===== src/rtl/rename_table.sv =====
// rename_table: register-rename controller for the out-of-order front end.
// Keeps the speculative arch->phys map (driven onto `translation`), a
// committed map for flush rollback, and a circular free list that supplies
// the destination physical register for each renamed instruction.
// Optional feature macro: RENAME_FREE_BYPASS_EN lets an allocation take the
// register a same-cycle commit is freeing when the free list is empty.
// Default physical register count comes from the NUM_REG macro (32 if unset).

`ifndef NUM_REG
`define NUM_REG 32
`endif

module rename_table #(
    parameter int NUM_REG = `NUM_REG
) (
    input  logic                             clk,
    input  logic                             n_rst,
    input  logic                             alloc_req,
    input  logic [3:0]                       alloc_arch,
    output logic                             alloc_ready,
    output logic [$clog2(NUM_REG)-1:0]       p_reg,
    output logic [$clog2(NUM_REG)-1:0]       prev_preg,
    input  logic                             commit_valid,
    input  logic [3:0]                       commit_arch,
    input  logic [$clog2(NUM_REG)-1:0]       commit_preg,
    input  logic [$clog2(NUM_REG)-1:0]       commit_prev_preg,
    input  logic                             flush,
    output logic [$clog2(NUM_REG)-1:0]       translation [16],
    output logic [$clog2(NUM_REG-16+1)-1:0]  free_count
);

    localparam int P  = $clog2(NUM_REG);
    localparam int D  = NUM_REG - 16;      // free-list depth
    localparam int PW = $clog2(D);         // free-list pointer width
    localparam int CW = $clog2(D + 1);     // free counter width, holds 0..D

    // Map and free-list storage
    logic [P-1:0]  spec_map_q [16];
    logic [P-1:0]  spec_map_d [16];
    logic [P-1:0]  comm_map_q [16];
    logic [P-1:0]  comm_map_d [16];
    logic [P-1:0]  fl_q [D];
    logic [P-1:0]  fl_d [D];

    // head: next slot to allocate; comm_head: oldest uncommitted allocation;
    // tail: next slot a freed register is written to.
    logic [PW-1:0] head_q, head_d;
    logic [PW-1:0] comm_head_q, comm_head_d;
    logic [PW-1:0] tail_q, tail_d;
    logic [CW-1:0] count_q, count_d;

    logic          alloc_fire;

    // Pointer increment that wraps at D-1; D need not be a power of two.
    function automatic logic [PW-1:0] ptr_inc(input logic [PW-1:0] p);
        return (p == PW'(D - 1)) ? '0 : p + PW'(1);
    endfunction

    // Allocation handshake and granted register; state-only unless the bypass is built in.
    always_comb begin
        alloc_ready = (count_q != '0);
        p_reg       = fl_q[head_q];
`ifdef RENAME_FREE_BYPASS_EN
        // Empty list: hand the register being freed this cycle straight to the allocator.
        if ((count_q == '0) && commit_valid) begin
            alloc_ready = 1'b1;
            p_reg       = commit_prev_preg;
        end
`endif
    end

    assign alloc_fire = alloc_req & alloc_ready & ~flush;
    assign prev_preg  = spec_map_q[alloc_arch];
    assign free_count = count_q;

    // Decoder sees the speculative map as registered; updates show up the next cycle.
    always_comb begin
        translation = spec_map_q;
    end

    // Next-state: commit first, then either flush rollback or a speculative allocation.
    always_comb begin
        spec_map_d  = spec_map_q;
        comm_map_d  = comm_map_q;
        fl_d        = fl_q;
        head_d      = head_q;
        comm_head_d = comm_head_q;
        tail_d      = tail_q;
        count_d     = count_q;

        if (commit_valid) begin
            fl_d[tail_q]            = commit_prev_preg;
            tail_d                  = ptr_inc(tail_q);
            comm_head_d             = ptr_inc(comm_head_q);
            comm_map_d[commit_arch] = commit_preg;
        end

        if (flush) begin
            // Rollback sees the same-cycle commit; every uncommitted allocation is freed,
            // which leaves the list logically full again (tail tracks comm_head).
            spec_map_d = comm_map_d;
            head_d     = comm_head_d;
            count_d    = CW'(D);
        end else begin
            if (alloc_fire) begin
                spec_map_d[alloc_arch] = p_reg;
                head_d                 = ptr_inc(head_q);
            end
            // Alloc+commit together leaves the count unchanged (also covers the bypass case).
            case ({alloc_fire, commit_valid})
                2'b10:   count_d = count_q - CW'(1);
                2'b01:   count_d = count_q + CW'(1);
                default: count_d = count_q;
            endcase
        end
    end

    // State registers with asynchronous restore of the identity map and full free list.
    always_ff @(posedge clk or negedge n_rst) begin
        if (!n_rst) begin
            for (int i = 0; i < 16; i++) begin
                spec_map_q[i] <= P'(i);
                comm_map_q[i] <= P'(i);
            end
            for (int k = 0; k < D; k++) begin
                fl_q[k] <= P'(16 + k);
            end
            head_q      <= '0;
            comm_head_q <= '0;
            tail_q      <= '0;
            count_q     <= CW'(D);
        end else begin
            spec_map_q  <= spec_map_d;
            comm_map_q  <= comm_map_d;
            fl_q        <= fl_d;
            head_q      <= head_d;
            comm_head_q <= comm_head_d;
            tail_q      <= tail_d;
            count_q     <= count_d;
        end
    end

`ifndef SYNTHESIS
    // A commit must retire an outstanding allocation, in allocation order.
    always @(posedge clk) begin
        if (n_rst && commit_valid) begin
            assert (count_q != CW'(D));
            assert (commit_preg == fl_q[comm_head_q]);
        end
    end
`endif

endmodule

===== config.mk =====
export PLATFORM = sky130hd
export DESIGN_NAME = rename_table
export DESIGN_NICKNAME = d
export VERILOG_FILES = /design/src/rtl/rename_table.sv
export SDC_FILE = /design/constraint.sdc
export NUM_CORES = 1
export LEC_CHECK = 0
export BUFFER_PORTS_ARGS = -buffer_cell sky130_fd_sc_hd__buf_4
export CAP_MARGIN = 20
export CORE_MARGIN = 2
export CORE_UTILIZATION = 64
export CTS_CLUSTER_DIAMETER = 100
export CTS_CLUSTER_SIZE = 10
export DETAILED_ROUTE_END_ITERATION = 10
export PLACE_DENSITY_LB_ADDON = 0.15
export SETUP_SLACK_MARGIN = 0.3
export SLEW_MARGIN = 30
export SYNTH_ARGS = -nofsm -noshare
export SYNTH_HDL_FRONTEND = slang
export SYNTH_SLANG_ARGS = --single-unit

===== constraint.sdc =====
create_clock -name clk -period 6.4 [get_ports clk]
set_input_delay 0.32 -clock clk [delete_from_list [all_inputs] [get_ports clk]]
set_output_delay 0.32 -clock clk [all_outputs]
set_load 0.02 [all_outputs]

Yosys cells after proc, flatten, opt, wreduce, memory -nomap -nowiden
Index checks and enable logic that the tools add are counted.
- input bits: 23
- bits in registers: 257
- word-level logic and storage cells: 108
- output and inout bits: 96
- reductions and logical operators: 6
- mux-type cells: 26
- equality and inequality tests: 5
- magnitude comparators: 7
- $add $sub $neg: 5
- bitwise logic cells: 7
- operator list (operator ; number):
    $bwmux W80 ; 3
    $mux W80 ; 3
    $demux W5 S4 ; 3
    $bmux W5 S4 ; 2
    $mux W5 ; 8
    $mux W4 ; 6
    $ge A5 B5 Y1 const B ; 4
    $not A4 Y5 ; 4
    $lt A5 B1 Y1 const B ; 3
    $add A4 B1 Y4 const B ; 3
    $eq A4 B4 Y1 const B ; 3
    $pmux W5 S2 ; 1
    $add A5 B1 Y5 const B ; 1
    $reduce_bool A5 Y1 ; 1
    $sub A5 B1 Y5 const B ; 1
    $logic_and A1 B1 Y1 ; 3
    $reduce_bool A3 Y1 ; 1
    $and A1 B1 Y1 ; 2
    $eq A2 B1 Y1 const B ; 1
    $eq A2 B2 Y1 const B ; 1
    $reduce_bool A2 Y1 ; 1
    $not A1 Y1 ; 1

Longest topological paths before layout
Gate-level depths: netlist (run 1).
- depth after elaboration: 8
- depth in mapped cells: 10
- gate-level depth less buffers: 9

Least setup slack after synthesis (run 1)
OpenSTA, ideal clock, no wires.
- path type: flip-flop to flip-flop
- from: register count_q[0] (netlist: free_count[0])
- to: register count_q[4] (netlist: free_count[4])
- cell stages (with the launch flop): 11
- path buffers: 1
- setup slack: 3.758 ns
- data arrival time: 2.561 ns
- required time: 6.319 ns
- setup time: 0.081 ns
- clock period less this slack: 2.642 ns
- cells stage by stage: dfrtp_1 -> or4_1 -> buf_2 -> o21ai_4 -> o21ai_0 -> ha_1 -> a21oi_1 -> and3b_1 -> mux2i_1 -> xor2_1 -> nand2_1
- word-level cells in the longest chain between the ends: 6
- elaborated cells on any way between the ends: 10
- those cells by class: add/sub (2); eq/ne (2); mux (2); bitwise (2); reduce/logical (2)
- RTL lines (item ; RTL line ; text):
    from (decl) ; 50 ; logic [CW-1:0] count_q, count_d;
    from (signal assigned) ; 131 ; count_q <= CW'(D);
    from (signal assigned) ; 139 ; count_q <= count_d;
    $reduce_bool A5 Y1 ; 61 ; alloc_ready = (count_q != '0);
    $and A1 B1 Y1 (2 in a row) ; 72 ; assign alloc_fire = alloc_req & alloc_ready & ~flush;
    $eq A2 B1 Y1 / $eq A2 B2 Y1 (equally long branches) ; 110 ; case ({alloc_fire, commit_valid})
    $pmux W5 S2 ; 110 ;
    $mux W5 ; 98 ; if (flush) begin
Several ways; a longest one is shown, not always the timed one.
A chain may end at the register's enable or synchronous reset.

Worst setup path in the final report (run 1)
- from: register head_q[1]
- to: output port p_reg[0]
- word-level cells in the longest chain between the ends: 4
- RTL lines (item ; RTL line ; text):
    from (decl) ; 47 ; logic [PW-1:0] head_q, head_d;
    from (signal assigned) ; 128 ; head_q <= '0;
    from (signal assigned) ; 136 ; head_q <= head_d;
    $not A4 Y5 (not written as such) ; 62 ; p_reg = fl_q[head_q];
    $bmux W5 S4 ; 62 ;
    $mux W5 (not written as such) (2 in a row) ; 62 ;
    to (decl) ; 21 ; output logic [$clog2(NUM_REG)-1:0] p_reg,
Every way passes these cells. The select of a mux whose other input is x is not followed.

==> summary.md, run 1 <==
| Metric | Value |
|---|---|
| PwrDens | roughly 470 nW/um2 |
| Vias | around 9.4k |
| Total Routing Usage GR | 0.352 |
| Hold_buf cts | 1 |
| CTS Buf Count | 29 |
| Final ANT Viol Nets | 0 |
| Yosys cell types | 55 |
| Clk buf depth | 3 |
| Post-synth net total | 1038 |
| Crit. Startpoint | head_q[1] |
| Critical path class | flip-flop to primary output |
| Most common cell on crit path | buf_4 |
| Reg2Reg Setup Slack | roughly 3.5 ns |
| Placed Instances | roughly 1.3k |
| CTS clk-pin slew, worst paths | about 0.06 ns |
| Worst hold-check path type | input pin to flip-flop |
| Per-cell routed wire length | 26.1 um |
| Layout cell share with drive strength beyond 1 | 0.443 |
| Leakage power | around 5.9 nW |
| Clock share of power | 0.218 |
| FF-to-FF Start | free_count[0] |
| Hold Fails Final Rpt | 0 |
| Design area | approximately 14000 um2 |
| Syn-to-layout area delta | 14.5% |
| Root buf cell | clkbuf_16 |
| Slack of the critical path | about 3.3 ns |
| CP Data Required Time | between 6 and 7 ns |
| Clock Skew | roughly 0.021 ns |
| Combinational power share | 0.383 |
| Total negative setup slack | 0 ns |
| Input/output buffers | around 120 |
| Post-synthesis cell area | approximately 13000 um2 |
| Outcome | finished, final reports clean |
| Grt met1 use | 0.470 |
| Htree depth | 1 |
| Number of global-route vias before repair | 9552 |
| Tot Pwr | 6.81 mW |
| Total gr overflow | 0 |
| Setup WS pre-CTS | 3.54 ns |
| Layer with the highest usage | met2 |
| Sequential share of the synthesized area | 0.520 |
| Worst-margin pin slew | 0.867 ns |
| Clock sink total | 257 |
| Io pins | roughly 120 |
| Post-DP Area | roughly 14000 um2 |
| Via density | 6.84 |
| Ys async rst share | 1.00 |
| First-pass GRT wire length | approximately 55000 um |
| Met2 GRT Util | 0.565 |
| Synth Flop Type | dfrtp_1 |
| Final period utilization | 0.492 |
| CTS tree | built |
| GP Congestion | 0.897 |
| Layout fillers | 1355 |
| Slowest CP cell | mux4_2 |
| Worst r2r dst | free_count[4] |
| Switching Fraction | 0.376 |
| Net count, final | ~1.1k |
| Final std cells w/o fill | 1379 |
| Fin util | 0.746 |
| Initial antenna violation count | 0 |
| Internal power | ~4.3 mW |
| Core Rows | just over 50 |
| Die extent in y | between 100 and 150 um |
| # diodes | 0 |
| Final setup violation count | 0 |
| Post-layout minimum cycle time | roughly 3.1 ns |
| Worst EP arrival | roughly 2.8 ns |
| Nature of the critical path startpoint | flip-flop |
| Max Cap Violations | 0 |
| CP Capture Point | p_reg[0] |
| Yosys warning count | 0 |
| Relative slew slack | 0.418 |
| Met3 Usage GRT | 0.0629 |
| Die ar. | roughly 21000 um2 |
| Crit Path Max Fanout | 24 |
| DPL Wire Length | 23800 um |
| Placeable Area | 19400 um2 |
| Fin. max-slew vios | 0 |
| Pin count of the biggest net entering global routing | 190 |
| Post-synthesis sequential element count | 257 |
| Highest clock rate | between 300 and 400 MHz |
| RSZ-0062 raised after global routing | no |
| Maximum VDD drop | between 0.3 and 0.4 mV |
| Synthesized area per cell | 12.6 um2 |
| Crit path capture type | primary output |
| Post-synth EDFFs | 0 |
| Cells along the critical path | buf_4 -> mux4_2 -> mux2_2 -> nor2_1 -> a21oi_1 -> buf_4 |
| Die W | about 140 um |
| # DRC | 0 |
| Drt first pass iters | 8 |
| Resized cells post-CTS | 0 |
| R2R cell count | 9 |
| Sequential power share | 0.399 |
| Hold Slack | 0.164 ns |
| Setup bufs post-CTS | 0 |
| Sw power | 2.56 mW |
| Starting Density | 0.651 |
| Iteration-0 DRC Markers | approximately 990 |
| Mapped Cells | between 1k and 1.5k |
| Critical Path Max Stage Delay | about 0.58 ns |
| Worst-Skew Late Latency | roughly 0.56 ns |
| DRT Wirelength | 36000 um |
-- cells in the mapped netlist (11+ instances only) --
cell type    n  area (um2)
mux2_2     165        1860
dfrtp_1    144        3600
nand2_1    126         473
dfstp_2    113        2970
a22oi_1     66         495
nor2_1      55         206
o211ai_1    46         345
mux4_2      45        1010
clkbuf_1    43         161
nand3_1     19        95.1
a31oi_1     18         113
buf_2       17        85.1
o311ai_0    16         140
a222oi_1    14         140
and2_1      11        68.8
-- how the worst min path moves through the flow --
stage / from / endpoint / slack [ns] / cells past startpoint
after floorplan: n_rst / comm_head_q[0] / 0.02 / 0
after global placement: n_rst / comm_map_q[77] / 0.30 / 1
after detailed placement: n_rst / comm_map_q[77] / 0.30 / 1
after CTS: commit_prev_preg[0] / fl_q[55] / 0.15 / 2
after global routing: commit_prev_preg[0] / fl_q[55] / 0.17 / 2
final: commit_prev_preg[0] / fl_q[55] / 0.16 / 2
-- critical path: cells and delay by family (launching register included) --
kind | cells | cell delay (ns)
buffers and inverters | 2 | 0.57
AO/OA/AOI/OAI | 1 | 0.07
multiplexers | 2 | 1.11
AND/OR/NAND/NOR | 1 | 0.19
flip-flops | 1 | 0.32
-- power groups by stage --
stage               clock network (mW)  logic, mW  registers [mW]
floorplan                            0       1.59            2.70
global placement                     0       2.49            2.68
detailed placement                   0       2.56            2.72
CTS                               1.49       2.57            2.70
global route                      1.56       2.74            2.77
finish                            1.49       2.61            2.71
-- state kept, by name (all words and copies together) (netlist names) --
signal and cells:
tail_q 4, free_count 5, translation 80, head_q 4, comm_map_q 80, fl_q 80
comm_head_q 4
-- layer usage --
layer / wire (um) / share of wire / vias up
met3: 3100 / 0.086 / 135
met4: 1950 / 0.054 / 0
met1: 13400 / 0.37 / 4812
met2: 17500 / 0.49 / 529
li1: - / - / 3953
met5: 0 / 0 / -
-- cells in the final DEF, fill, tap and decap left out, drive strengths merged, types with 2 or more instances in the layout --
| cell | n |
|---|---|
| clkbuf | 50 |
| a31oi | 18 |
| mux2 | 168 |
| buf | 126 |
| nand2b | 2 |
| nor2b | 5 |
| and3b | 2 |
| or3 | 2 |
| o21a | 2 |
| ha | 10 |
| and3 | 2 |
| nor2 | 55 |
| o21ai | 12 |
| inv | 4 |
| mux4 | 45 |
| and2 | 11 |
| a21oi | 10 |
| a221o | 2 |
| nand3b | 3 |
| clkinv | 2 |
| xor2 | 3 |
| nand3 | 20 |
| o311ai | 16 |
| nor3 | 5 |
| a22oi | 66 |
| o2bb2ai | 2 |
| or4 | 2 |
| dfrtp | 144 |
| a222oi | 14 |
| nand2 | 126 |
| xnor2 | 5 |
| nor3b | 4 |
| mux2i | 7 |
| o211ai | 46 |
| dfstp | 113 |
-- logic make-up (layout without fill, tap and decap cells) --
family | after synthesis | in the layout | share of synthesized area
adder cells (fa/ha/maj) | 11 | 11 | 0.0115
XOR/XNOR | 8 | 8 | 0.00555
AND/OR/NAND/NOR | 241 | 241 | 0.0831
flip-flops | 257 | 257 | 0.520
AO/OA/AOI/OAI | 194 | 194 | 0.116
multiplexers | 220 | 220 | 0.237
buffers and inverters | 73 | 183 | 0.0267
-- layout make-up --
type                       instances  area [um2]  share of cell area
tap                              265         332              0.0229
timing repair buffer             127         996              0.0688
sequential                       257        6570               0.454
clock inverter                     2        13.8            0.000951
multi-input combinational        674        5730               0.396
clock buffer                      50         805              0.0556
inverter                           4        15.0             0.00104
(Power assumes the default switching activity.)
==> inputs of run 2 (changes only) <==
CORE_UTILIZATION = 54   (was 64)
clock period = 2.6 ns   (was 6.4 ns; I/O delays follow)
==> run 2 against run 1 <==
  * Clock skew down 0.0076 ns
  * Clock power up 150%
  * Power rose to 2.7 times the previous value
  * Cell count up 10%
  * Register-to-register slack worse by 3.2 ns
  * Setup slack worse by 3.2 ns
  * Non-clock buffer count up 89
  * Via count up 2.7%
  * Core utilization down 6.6 points
  * Critical endpoint is now p_reg[4]
  * Largest power group is now combinational cells
==> summary.md, run 2 (synthesized netlist as in run 1, its figures left out) <==
| Metric | Value |
|---|---|
| Max Cap Violations | 0 (unchanged) |
| Commonest non-fill, non-tap cell in the layout | buf_4 (was mux2_2) |
| Final ANT Viol Nets | 0 (unchanged) |
| Highest clock rate | between 300 and 400 MHz |
| Post-layout minimum cycle time | between 2 and 3 ns |
| # diodes | 0 (unchanged) |
| Top Layer Used | met4 (unchanged) |
| Worst-margin pin slew | 0.626 ns (was 0.867 ns) |
| Initial antenna violation count | 0 (unchanged) |
| Via density | 6.38 (was 6.84) |
| Clock Skew | 0.0139 ns (was 0.0215 ns) |
| Crit Path Max Fanout | 5 (was 24) |
| Htree depth | 1 (unchanged) |
| CTS tree | built (unchanged) |
| Slowest CP cell | mux4_2 (unchanged) |
| Total gr overflow | 0 (unchanged) |
| Maximum VDD drop | 0.806 mV (was 0.346 mV) |
| Worst-Skew Late Latency | 0.55 ns (was 0.56 ns) |
| Worst hold-check path type | input pin to flip-flop (unchanged) |
| Starting Density | 0.555 (was 0.651) |
| Layout cell share with drive strength beyond 1 | 0.495 (was 0.443) |
| CP Data Required Time | 2.47 ns (was 6.08 ns) |
| # DRC | 0 (unchanged) |
| Fin. max-slew vios | 0 (unchanged) |
| Root buf cell | clkbuf_16 (unchanged) |
| Number of global-route vias before repair | 10.0k (was 9552) |
| Final period utilization | 0.967 |
| Placeable Area | 22800 um2 (was 19400 um2) |
| Clock sink total | 257 (unchanged) |
| DPL Wire Length | 25300 um (was 23800 um) |
| GP Congestion | 0.899 (was 0.897) |
| Io pins | 119 (unchanged) |
| Die extent in y | 157 um (was 145 um) |
| Tot Pwr | 18.2 mW (was 6.81 mW) |
| Net count, final | 1216 (was 1127) |
| Critical Path Max Stage Delay | 0.51 ns (was 0.58 ns) |
| Hold Fails Final Rpt | 0 (unchanged) |
| Outcome | finished, final reports clean (unchanged) |
| Drt first pass iters | 6 (was 8) |
| Cells along the critical path | buf_12 -> buf_16 -> mux4_2 -> mux2_4 -> nor2_2 -> a21oi_2 -> buf_4 (was buf_4 -> mux4_2 -> mux2_2 -> nor2_1 -> a21oi_1 -> buf_4) |
| Crit path capture type | primary output (unchanged) |
| Hold Slack | 0.0411 ns (was 0.164 ns) |
| Metal3 WL | 3520 um (was 3100 um) |
| Commonest cells after routing, fill and taps aside | buf_4 (188), mux2_2 (160), dfrtp_1 (139), nand2_1 (126), dfstp_2 (113) (was mux2_2 (165), dfrtp_1 (143), nand2_1 (126), buf_4 (123), dfstp_2 (113)) |
| RSZ-0062 raised after global routing | yes (was no) |
| Total negative setup slack | 0 ns (unchanged) |
| Relative slew slack | 0.581 (was 0.418) |
| Pin count of the biggest net entering global routing | 78 (was 190) |
| Vias | 9684 (was 9429) |
| Leakage power | 6.41 nW (was 5.90 nW) |
| CTS Buf Count | 29 (unchanged) |
| WL met1 | 14400 um (was 13400 um) |
| Critical path class | flip-flop to primary output (unchanged) |
| Layout fillers | 1669 (was 1355) |
| Core Rows | 55 (was 51) |
| Die ar. | 24600 um2 (was 20900 um2) |
| Reg2Reg Setup Slack | 0.30 ns (was 3.50 ns) |
| DRT Wirelength | 38900 um (was 36000 um) |
| Per-cell routed wire length | 25.6 um (was 26.1 um) |
| Nature of the critical path startpoint | flip-flop (unchanged) |
| PwrDens | 1170 nW/um2 (was 471 nW/um2) |
| Die W | 157 um (was 145 um) |
| Met2 WL | 18600 um (was 17500 um) |
| Final setup violation count | 0 (unchanged) |
| CTS clk-pin slew, worst paths | 0.07 ns (was 0.06 ns) |
| First-pass GRT wire length | 59200 um (was 55000 um) |
| Worst EP arrival | 2.38 ns (was 2.83 ns) |
| Total Routing Usage GR | 0.322 (was 0.352) |
| Clk buf depth | 3 (unchanged) |
| Syn-to-layout area delta | 22.6% (was 14.5%) |
| Iteration-0 DRC Markers | 766 (was 994) |
| Input/output buffers | 118 (unchanged) |
run 2: through the flow:
| step | utilization | instance area, um2 | setup WS (ns) | std cells |
|---|---|---|---|---|
| 2_1_floorplan | - | 12700 | 0.151 | 1004 |
| 3_3_place_gp | 0.617 | 14100 | 0.193 | 1412 |
| 3_5_place_dp | 0.617 | 14100 | 0.121 | 1412 |
| 4_1_cts | 0.672 | 15300 | 0.0800 | 1502 |
| 5_1_grt | 0.680 | 15500 | 0.0293 | 1518 |
| 6_report | 0.680 | 15500 | 0.0862 | 1518 |
run 2: critical path, delay by kind of cell, from the launching register on:
kind / cells / cell delay, ns
buf+inv: 3 / 0.41
mux: 2 / 0.85
compound gates: 1 / 0.04
simple gates: 1 / 0.11
flops: 1 / 0.40
run 2: where the power goes:
part           switching [mW]  leakage (nW)  internal (mW)
Combinational            4.43          3.05           3.56
Sequential              0.849          2.96           5.70
Clock                    1.57         0.393           2.09
Total                    6.84          6.41           11.4
run 2: layer usage:
metal  track usage  vias to the layer above
li1              -                     4141
met4         0.172                        0
met1         0.396                     4893
met5             0                        -
met2         0.522                      503
met3        0.0837                      147
run 2: what timing repair did:
action,CTS,global route
hold endpoints to repair,156,0
gates cloned,2,0
gates resized for setup,20,19
hold buffers,8,0
endpoints found under the setup margin,33,42
pin swaps,2,1
buffers inserted,26,16
run 2: layout make-up:
cell class | instances | area [um2] | share of cell area
Timing Repair Buffer | 216 | 1820 | 0.118
Inverter | 4 | 15.0 | 0.000969
Multi-Input combinational cell | 674 | 5860 | 0.378
Tap cell | 313 | 392 | 0.0253
Sequential cell | 257 | 6580 | 0.425
Clock buffer | 52 | 812 | 0.0524
Clock inverter | 2 | 13.8 | 0.000888
run 2: worst paths after layout:
check / startpoint / end / depth (start not counted)
min in group asynchronous: n_rst / comm_map_q[65] / 2
max reg2reg: head_q[1] / translation[38] / 6
min: commit_preg[3] / comm_map_q[68] / 2
min reg2reg: translation[28] / translation[28] / 2
max in group asynchronous: n_rst / fl_q[66] / 3
max: head_q[1] / p_reg[4] / 7
==> inputs of run 3 (changes only) <==
HOLD_SLACK_MARGIN = 0.15   (was not set)
==> run 3 against run 2 <==
  * Flip-flop and latch count is the same
  * Clock skew is essentially flat
  * Clock power is essentially flat
  * Die area is the same
  * Global-route usage grew 0.066 points
  * Cell count grew 0.46%
  * Sequential power is essentially flat
  * Maximum frequency is essentially flat
  * Combinational power is essentially flat
  * Design area grew 0.45%
  * Highest routed layer unchanged
==> summary.md, run 3 (synthesized netlist as in run 1, its figures left out) <==
| Metric | Value |
|---|---|
| Max Cap Violations | 0 (unchanged) |
| Input/output buffers | 118 (unchanged) |
| RSZ-0062 raised after global routing | yes (unchanged) |
| Htree depth | 1 (unchanged) |
| Leakage power | 6.44 nW (was 6.41 nW) |
| Tot Pwr | 18.2 mW (about the same) |
| Cells along the critical path | buf_12 -> buf_16 -> mux4_2 -> mux2_4 -> nor2_2 -> a21oi_2 -> buf_4 (unchanged) |
| Nature of the critical path startpoint | flip-flop (unchanged) |
| CP delay by family, top | multiplexers (unchanged) |
| First-pass GRT wire length | 59400 um (was 59200 um) |
| Initial antenna violation count | 0 (unchanged) |
| Layout fillers | 1664 (was 1669) |
| Clock sink total | 257 (unchanged) |
| Root buf cell | clkbuf_16 (unchanged) |
| Reg2Reg Setup Slack | 0.31 ns (was 0.30 ns) |
| Clock Skew | 0.0139 ns (about the same) |
| Commonest cells after routing, fill and taps aside | buf_4 (188), mux2_2 (160), dfrtp_1 (139), nand2_1 (126), dfstp_2 (113) (unchanged) |
| # diodes | 0 (unchanged) |
| Layout cell share with drive strength beyond 1 | 0.492 (was 0.495) |
| Starting Density | 0.555 (unchanged) |
| Final period utilization | 0.967 (about the same) |
| Clk buf depth | 3 (unchanged) |
| Setup WS pre-CTS | 0.121 ns (unchanged) |
| Worst hold-check path type | input pin to async pin (was input pin to flip-flop) |
| Drt first pass iters | 6 (unchanged) |
| Crit. Startpoint | head_q[1] (unchanged) |
| Sequential power share | 0.360 (about the same) |
| CTS Buf Count | 29 (unchanged) |
| Relative slew slack | 0.585 (was 0.581) |
| Final setup violation count | 0 (unchanged) |
| Crit path buffers/inverters | 3 (unchanged) |
| Vias | 9722 (was 9684) |
| Internal power | 11.4 mW (about the same) |
| # DRC | 0 (unchanged) |
| Worst-margin pin slew | 0.620 ns (was 0.626 ns) |
| CTS tree | built (unchanged) |
| Critical Path Max Stage Delay | 0.51 ns (about the same) |
| Maximum VDD drop | 0.803 mV (was 0.806 mV) |
| Total gr overflow | 0 (unchanged) |
| FF-to-FF Start | head_q[1] (unchanged) |
| Clock share of power | 0.201 (about the same) |
| Commonest non-fill, non-tap cell in the layout | buf_4 (unchanged) |
| Slack of the critical path | 0.0853 ns (was 0.0862 ns) |
| Post-layout minimum cycle time | 2.51 ns (about the same) |
| Critical path class | flip-flop to primary output (unchanged) |
| Outcome | finished, final reports clean (unchanged) |
| Final ANT Viol Nets | 0 (unchanged) |
| Worst EP arrival | 2.38 ns (about the same) |
| Hold Slack | 0.156 ns (was 0.0411 ns) |
| Total Routing Usage GR | 0.322 (about the same) |
| Slowest CP cell | mux4_2 (unchanged) |
| GP Congestion | 0.899 (unchanged) |
| Per-cell routed wire length | 25.5 um (was 25.6 um) |
| Total negative setup slack | 0 ns (unchanged) |
| PwrDens | 1170 nW/um2 (about the same) |
| R2R cell count | 6 (unchanged) |
| Worst r2r dst | translation[38] (unchanged) |
| Sw power | 6.84 mW (was 6.85 mW) |
| Pin count of the biggest net entering global routing | 78 (unchanged) |
| Highest clock rate | 398 MHz (about the same) |
| Core Rows | 55 (unchanged) |
| DPL Wire Length | 25300 um (unchanged) |
| Iteration-0 DRC Markers | 804 (was 766) |
| Io pins | 119 (unchanged) |
| Die W | 157 um (unchanged) |
| Placeable Area | 22800 um2 (unchanged) |
| Crit Path Max Fanout | 5 (unchanged) |
| CP Data Required Time | 2.47 ns (about the same) |
| Area of the multi-input gates | 5860 um2 (unchanged) |
| Via density | 6.38 (about the same) |
| Switching Fraction | 0.376 (about the same) |
| Number of global-route vias before repair | 10.0k (about the same) |
| Fin. max-slew vios | 0 (unchanged) |
| Net count, final | 1223 (was 1216) |
| Die extent in y | 157 um (unchanged) |
| Syn-to-layout area delta | 23.2% (was 22.6%) |
| Register area | 6580 um2 (unchanged) |
| Combinational power share | 0.439 (about the same) |
| Hold Fails Final Rpt | 0 (unchanged) |
| Die ar. | 24600 um2 (unchanged) |
| DRT Wirelength | 38900 um (about the same) |
| CTS clk-pin slew, worst paths | 0.06 ns (was 0.07 ns) |
| Crit path capture type | primary output (unchanged) |
| Worst-Skew Late Latency | 0.54 ns (was 0.55 ns) |
| Fin util | 0.683 (was 0.680) |
-- run 3: changes by cell type in the layout (fill, tap and decap cells not counted), sizes merged --
| cell | previous run | this run |
|---|---|---|
| dlygate4sd3 | 8 | 15 |
-- run 3: worst max-delay path by stage --
stage                     slack [ns]  cells after the start             to
after floorplan                 0.15                     10  free_count[4]
after global placement          0.19                      9  free_count[4]
after detailed placement        0.12                      9  free_count[4]
after CTS                       0.08                      7       p_reg[0]
after global routing            0.03                      7       p_reg[2]
final                           0.09                      7       p_reg[4]
-- run 3: area by class of cell --
cell class / count / area share
clock buffers: 52 / 0.0522
well taps: 313 / 0.0252
clock inverters: 2 / 0.000884
flip-flops and latches: 257 / 0.423
repair buffers: 223 / 0.122
inverters: 4 / 0.000965
multi-input cells: 674 / 0.376
-- run 3: through the flow --
| stage | area (um2) | cells |
|---|---|---|
| 2_1_floorplan | 12700 | 1004 |
| 3_3_place_gp | 14100 | 1412 |
| 3_5_place_dp | 14100 | 1412 |
| 4_1_cts | 15400 | 1509 |
| 5_1_grt | 15600 | 1525 |
| 6_report | 15600 | 1525 |
-- run 3: power by group through the flow --
stage	logic, mW	clock network, mW	registers (mW)
after floorplan	3.92	0	6.64
after global placement	6.70	0	6.53
final	8.00	3.66	6.55
after detailed placement	6.80	0	6.60
after CTS	7.64	3.71	6.54
after global routing	8.33	3.89	6.68
-- run 3: per-layer routing --
layer  global-route usage  wire length (um)  part of all wire  vias to the layer above
met5                    0                 0                 0                        -
met4                0.172              2340             0.060                        0
met3               0.0804              3620             0.093                      150
met2                0.523             18600              0.48                      532
met1                0.400             14300              0.37                     4880
li1                     -                 -                 -                     4160
-- run 3: worst reg2reg max path, stage by stage (launching register included) --
cell and delay, ns:
dfrtp_2 0.40, buf_12 0.18, mux4_2 0.54, mux2_4 0.32, buf_4 0.23, a222oi_1 0.41, nand2_1 0.10
-- run 3: repair_timing --
action | 4_1_cts | 5_1_grt
gates cloned | 2 | 0
pin swaps | 2 | 1
setup buffers | 26 | 16
hold buffers | 15 | 0
endpoints found under the hold margin | 353 | 0
endpoints found under the setup margin | 33 | 42
resized for setup | 20 | 19
